`src/rtl/ysyx_23060187_ifu_if.sv`:
```
// rtl/ysyx_23060187_ifu_if.sv - fetch-side bus bundle between the IFU, instruction memory and decode
interface ysyx_23060187_ifu_if;
  logic        imem_req_valid;
  logic        imem_req_ready;
  logic [31:0] imem_req_addr;
  logic        imem_rsp_valid;
  logic [31:0] imem_rsp_data;
  logic        inst_valid;
  logic        inst_ready;
  logic [31:0] inst;
  logic [31:0] inst_pc;
  logic        redirect_valid;
  logic [31:0] redirect_pc;
  logic [31:0] fetch_cnt;

  modport master (
    output imem_req_valid, imem_req_addr, inst_valid, inst, inst_pc, fetch_cnt,
    input  imem_req_ready, imem_rsp_valid, imem_rsp_data, inst_ready,
           redirect_valid, redirect_pc
  );

  modport slave (
    input  imem_req_valid, imem_req_addr, inst_valid, inst, inst_pc, fetch_cnt,
    output imem_req_ready, imem_rsp_valid, imem_rsp_data, inst_ready,
           redirect_valid, redirect_pc
  );
endinterface

```
`src/rtl/ysyx_23060187_ifu.sv`:
```
// rtl/ysyx_23060187_ifu.sv - single-outstanding instruction fetch unit with redirect/kill handling
module ysyx_23060187_ifu #(
  parameter logic [31:0] RESET_PC = 32'h8000_0000
) (
  input  logic                   clk,
  input  logic                   rst,
  ysyx_23060187_ifu_if.master    bus
);

  typedef enum logic [1:0] {
    S_REQ  = 2'd0,
    S_WAIT = 2'd1,
    S_HOLD = 2'd2
  } state_e;

  state_e      state_q, state_d;
  logic [31:0] pc_q, pc_d;
  logic [31:0] inst_q, inst_d;
  logic [31:0] inst_pc_q, inst_pc_d;
  logic [31:0] cnt_q, cnt_d;
  logic        kill_q, kill_d;
  logic        run_q, run_d;
  logic        req_hs;
  logic        inst_hs;

  // run_q keeps the request line low until the first edge after reset release
  always_ff @(posedge clk or negedge rst) begin
    if (!rst) begin
      state_q   <= S_REQ;
      pc_q      <= RESET_PC;
      inst_q    <= 32'd0;
      inst_pc_q <= 32'd0;
      cnt_q     <= 32'd0;
      kill_q    <= 1'b0;
      run_q     <= 1'b0;
    end else begin
      state_q   <= state_d;
      pc_q      <= pc_d;
      inst_q    <= inst_d;
      inst_pc_q <= inst_pc_d;
      cnt_q     <= cnt_d;
      kill_q    <= kill_d;
      run_q     <= run_d;
    end
  end

  always_comb begin
    state_d   = state_q;
    pc_d      = pc_q;
    inst_d    = inst_q;
    inst_pc_d = inst_pc_q;
    cnt_d     = cnt_q;
    kill_d    = kill_q;
    run_d     = 1'b1;
    req_hs    = (state_q == S_REQ) && run_q && bus.imem_req_ready;
    inst_hs   = (state_q == S_HOLD) && bus.inst_ready;

    case (state_q)
      S_REQ: begin
        if (bus.redirect_valid) pc_d = bus.redirect_pc;
        if (req_hs) begin
          state_d = S_WAIT;
          kill_d  = bus.redirect_valid;
        end
      end
      S_WAIT: begin
        if (bus.imem_rsp_valid) begin
          state_d = S_REQ;
          kill_d  = 1'b0;
          if (bus.redirect_valid) begin
            pc_d = bus.redirect_pc;
          end else if (!kill_q) begin
            state_d   = S_HOLD;
            inst_d    = bus.imem_rsp_data;
            inst_pc_d = pc_q;
          end
        end else if (bus.redirect_valid) begin
          pc_d   = bus.redirect_pc;
          kill_d = 1'b1;
        end
      end
      S_HOLD: begin
        // a delivered instruction still counts even when a redirect wins the PC
        if (inst_hs) begin
          cnt_d   = cnt_q + 32'd1;
          pc_d    = bus.redirect_valid ? bus.redirect_pc : pc_q + 32'd4;
          state_d = S_REQ;
        end else if (bus.redirect_valid) begin
          pc_d    = bus.redirect_pc;
          state_d = S_REQ;
        end
      end
      default: begin
        state_d = S_REQ;
      end
    endcase
  end

  assign bus.imem_req_valid = (state_q == S_REQ) && run_q;
  assign bus.imem_req_addr  = pc_q;
  assign bus.inst_valid     = (state_q == S_HOLD);
  assign bus.inst           = inst_q;
  assign bus.inst_pc        = inst_pc_q;
  assign bus.fetch_cnt      = cnt_q;

endmodule

```
`src/flat_wrapper.sv`:
```
// flat-port wrapper written by rule: the top's interface ports become plain ports
module ysyx_23060187_ifu_flat 
#(
  parameter logic [31:0] RESET_PC = 32'h8000_0000
)
  (clk, rst, bus_imem_req_valid, bus_imem_req_addr, bus_inst_valid, bus_inst, bus_inst_pc, bus_fetch_cnt, bus_imem_req_ready, bus_imem_rsp_valid, bus_imem_rsp_data, bus_inst_ready, bus_redirect_valid, bus_redirect_pc);
  ysyx_23060187_ifu_if bus_i ();
  input  logic clk;
  input  logic rst;
  output wire logic [$bits(bus_i.imem_req_valid)-1:0] bus_imem_req_valid;
  output wire logic [$bits(bus_i.imem_req_addr)-1:0] bus_imem_req_addr;
  output wire logic [$bits(bus_i.inst_valid)-1:0] bus_inst_valid;
  output wire logic [$bits(bus_i.inst)-1:0] bus_inst;
  output wire logic [$bits(bus_i.inst_pc)-1:0] bus_inst_pc;
  output wire logic [$bits(bus_i.fetch_cnt)-1:0] bus_fetch_cnt;
  input wire logic [$bits(bus_i.imem_req_ready)-1:0] bus_imem_req_ready;
  input wire logic [$bits(bus_i.imem_rsp_valid)-1:0] bus_imem_rsp_valid;
  input wire logic [$bits(bus_i.imem_rsp_data)-1:0] bus_imem_rsp_data;
  input wire logic [$bits(bus_i.inst_ready)-1:0] bus_inst_ready;
  input wire logic [$bits(bus_i.redirect_valid)-1:0] bus_redirect_valid;
  input wire logic [$bits(bus_i.redirect_pc)-1:0] bus_redirect_pc;
  assign bus_imem_req_valid = bus_i.imem_req_valid;
  assign bus_imem_req_addr = bus_i.imem_req_addr;
  assign bus_inst_valid = bus_i.inst_valid;
  assign bus_inst = bus_i.inst;
  assign bus_inst_pc = bus_i.inst_pc;
  assign bus_fetch_cnt = bus_i.fetch_cnt;
  assign bus_i.imem_req_ready = bus_imem_req_ready;
  assign bus_i.imem_rsp_valid = bus_imem_rsp_valid;
  assign bus_i.imem_rsp_data = bus_imem_rsp_data;
  assign bus_i.inst_ready = bus_inst_ready;
  assign bus_i.redirect_valid = bus_redirect_valid;
  assign bus_i.redirect_pc = bus_redirect_pc;
  ysyx_23060187_ifu #(.RESET_PC(RESET_PC)) u_core (.clk(clk), .rst(rst), .bus(bus_i));
endmodule
```
`config.mk`:
```
export PLATFORM = sky130hd
export DESIGN_NAME = ysyx_23060187_ifu_flat
export DESIGN_NICKNAME = d
export VERILOG_FILES = /design/src/rtl/ysyx_23060187_ifu_if.sv /design/src/rtl/ysyx_23060187_ifu.sv /design/src/flat_wrapper.sv
export SDC_FILE = /design/constraint.sdc
export NUM_CORES = 1
export LEC_CHECK = 0
export CAP_MARGIN = 40
export CORE_AREA = 2 2 91 158
export DETAILED_ROUTE_END_ITERATION = 8
export DIE_AREA = 0 0 93 160
export GPL_ROUTABILITY_DRIVEN = 0
export PLACE_DENSITY = 0.9
export SYNTH_ARGS = -nofsm -noshare
export SYNTH_HDL_FRONTEND = slang
export SYNTH_SLANG_ARGS = --single-unit
```
`constraint.sdc`:
```
create_clock -name clk -period 2.7 [get_ports clk]
set_clock_uncertainty 0.1 [all_clocks]
set_input_delay 0.54 -clock clk [delete_from_list [all_inputs] [get_ports clk]]
set_output_delay 0.54 -clock clk [all_outputs]
set_load 0.05 [all_outputs]
```
==> reports/metrics.csv <==
metric;value;unit
Synth Warn #;0;
sequential share of the synthesized area;0.539;
die area;0.0149;mm2
routed length per instance;18.9;um
drc violations;0;
vias;5378;
post-CTS setup buffer count;0;
CP Launch Type;flip-flop;
Max Fclk;406;MHz
Distinct cells, synth;64;
Initial DRT Pass Iterations;5;
DRT iter0 DRCs;390;
met2 WL;9.64;mm
NetSw;3830;uW
top layer reached by signal wires;met4;
via/cell ratio;5.67;
wire length on met3;859;um
initial antenna violation count;0;
largest net degree at the start of global routing;66;
Final WS setup;239;ps
syn_nets;612;
pwr/cell area;1030;mW/mm2
clk root buf;clkbuf_16;
Peak VDD IR;749;uV
crit-path leading delay family;buffers and inverters;
Post-Syn Instances;540;
most frequent cells in the layout;clkdlybuf4s50_1, dfrtp_1, mux2_2;
Setup TNS;0;ps
Max Buffers Root-to-Sink;2;
Flop pwr share;0.307;
GRT overflow;0;
crit end category;primary output;
Sw Share;0.405;
Worst-path clk slew;60;ps
Pins Over Slew Limit;0;
Core Footprint;0.0137;mm2
total CTS buffers;17;
Pint;5620;uW
critical path arrival;1820;ps
crit-path max cell delay;870;ps
post-DP HPWL;13.0;mm
worst slew pin tran;638;ps
antenna-violating nets left;0;
first-pass GRT wire length;28.6;mm
area of the mapped netlist;0.00614;mm2
Syn Area/Cell;11.4;um2
H-tree depth;4;
CTS Hold Buffers Added;0;
Worst Hold Class;input port to async pin;
Die Y-Extent;160;um
PostCTS Resize Cnt;0;
MaxCap Viol Count;0;
most common cell after layout, fill and taps aside;clkdlybuf4s50_1;
WP buf/inv;1;
vias in the first global route;5558;
initial core utilization;0.448;
Fin. Hold Viols;0;
leakage;0.00379;uW
# setup viols final;0;
num ports;200;
RSZ-0062 raised after global routing;no;
status;finished, final reports clean;
fin crit period;2460;ps
Ant. Diodes;0;
# clock sinks;132;
count of flip-flops with a built-in enable after synthesis;0;
Port Buffers;199;
TritonCTS clock tree;built;
Yosys reg bits;132;
Clk pwr share;0.265;
Die X-Extent;93;um
CP required;2060;ps
critical path fanouts, max;9;
Comb pwr share;0.428;
Setup CP Type;flip-flop to primary output;
Post-synth top flop;dfrtp_1;
Final nets;831;
Synth async-reset ratio;1.00;
Total GRT Usage;0.245;
Final period util;0.911;
Syn-to-layout area delta;48.7;%
share of cells above drive strength 1;0.185;
# rows;57;
critical path's slowest cell;clkdlybuf4s50_1;
Routed met1 length;6.58;mm
Total Routed Length;17.9;mm
pre-CTS setup slack;110;ps
Slew HR;0.575;
clk_lat worst skew;410;ps
CP Cell Sequence;clkdlybuf4s50_1;
## worst register-to-register path, delay by kind of cell (launching register included)
kind,cells,cell delay [ps]
simple gates,5,1370
flops,1,750
## state kept, by name, summed over array words and instances (netlist names)
register,cells
u_core.bus.imem_req_addr,32
u_core.kill_q,1
u_core.bus.fetch_cnt,32
u_core.bus.inst,32
u_core.state_q,2
u_core.bus.inst_pc,32
u_core.run_q,1
## metrics by stage
step,utilization,std cells,power (uW),instance area (um2),hold slack [ps]
floorplan,-,540,5460,6140,144
CTS,0.666,949,9520,9120,29.4
global route,0.666,949,9780,9120,59.9
detailed placement,0.619,917,6990,8480,357
finish,0.666,949,9440,9120,11.8
global placement,0.619,917,6900,8480,355
## power groups by stage
stage / clock, uW / combinational [uW] / sequential (uW)
CTS: 2550 / 4070 / 2900
finish: 2500 / 4040 / 2900
floorplan: 0 / 658 / 4800
global placement: 0 / 4000 / 2890
global route: 2630 / 4170 / 2980
detailed placement: 0 / 4050 / 2930
## area by class of cell
cell class                      count  area, um2
Tap cell                          177        221
Sequential cell                   132       3300
Inverter                            8       30.0
Fill cell                        1053       4570
Clock inverter                     11        173
Timing Repair Buffer              226       2240
Clock buffer                       21        470
Multi-Input combinational cell    374       2680
## final timing paths
path	end	slack (ps)	cells past startpoint	from
max	bus_imem_req_addr[11]	240	1	u_core.bus.imem_req_addr[11]
min	u_core.bus.inst_pc[16]	10	1	rst
max reg2reg	u_core.bus.imem_req_addr[27]	410	5	u_core.state_q[1]
min reg2reg	u_core.bus.fetch_cnt[31]	370	1	u_core.bus.fetch_cnt[31]
max in group asynchronous	u_core.bus.imem_req_addr[31]	1700	2	rst
min in group clk	u_core.bus.fetch_cnt[31]	370	1	u_core.bus.fetch_cnt[31]
## per-layer routing
metal | vias up | global-route usage
met5 | - | 0
met4 | 0 | 0.132
met3 | 62 | 0.0443
met2 | 236 | 0.429
met1 | 2676 | 0.280
li1 | 2404 | -
## cells in the mapped netlist, drive strengths merged (2+ instances only)
master,number,area [um2]
a211oi,2,20.0
a21o,2,15.0
a21oi,21,105
a311oi,2,17.5
a31oi,2,12.5
and2,3,18.8
and3,8,50.1
and4,7,61.3
and4b,2,20.0
buf,13,71.3
clkbuf,13,48.8
dfrtp,131,3280
ha,2,25.0
inv,8,30.0
mux2,71,800
mux2i,3,30.0
nand2,45,169
nand3,25,125
nand4,21,144
nor2,32,125
nor2b,3,18.8
nor3,11,60.1
nor3b,2,15.0
nor4,12,81.3
o211ai,3,22.5
o21ai,12,60.1
o22ai,12,75.1
o311ai,2,17.5
o32a,3,30.0
or2,3,18.8
or4,3,26.3
xnor2,22,193
xor2,19,166
## logic make-up (layout without fill, tap and decap cells)
logic type / Yosys count / in the layout / share of synthesized area
xor+xnor: 41 / 41 / 0.0585
simple gates: 184 / 184 / 0.162
fa+ha+maj: 2 / 2 / 0.00408
other cells: 1 / 1 / 0.000611
flops: 132 / 132 / 0.539
compound gates: 72 / 72 / 0.0765
mux: 74 / 74 / 0.135
buf+inv: 34 / 266 / 0.0245
Power figures use the tool's default switching activity.
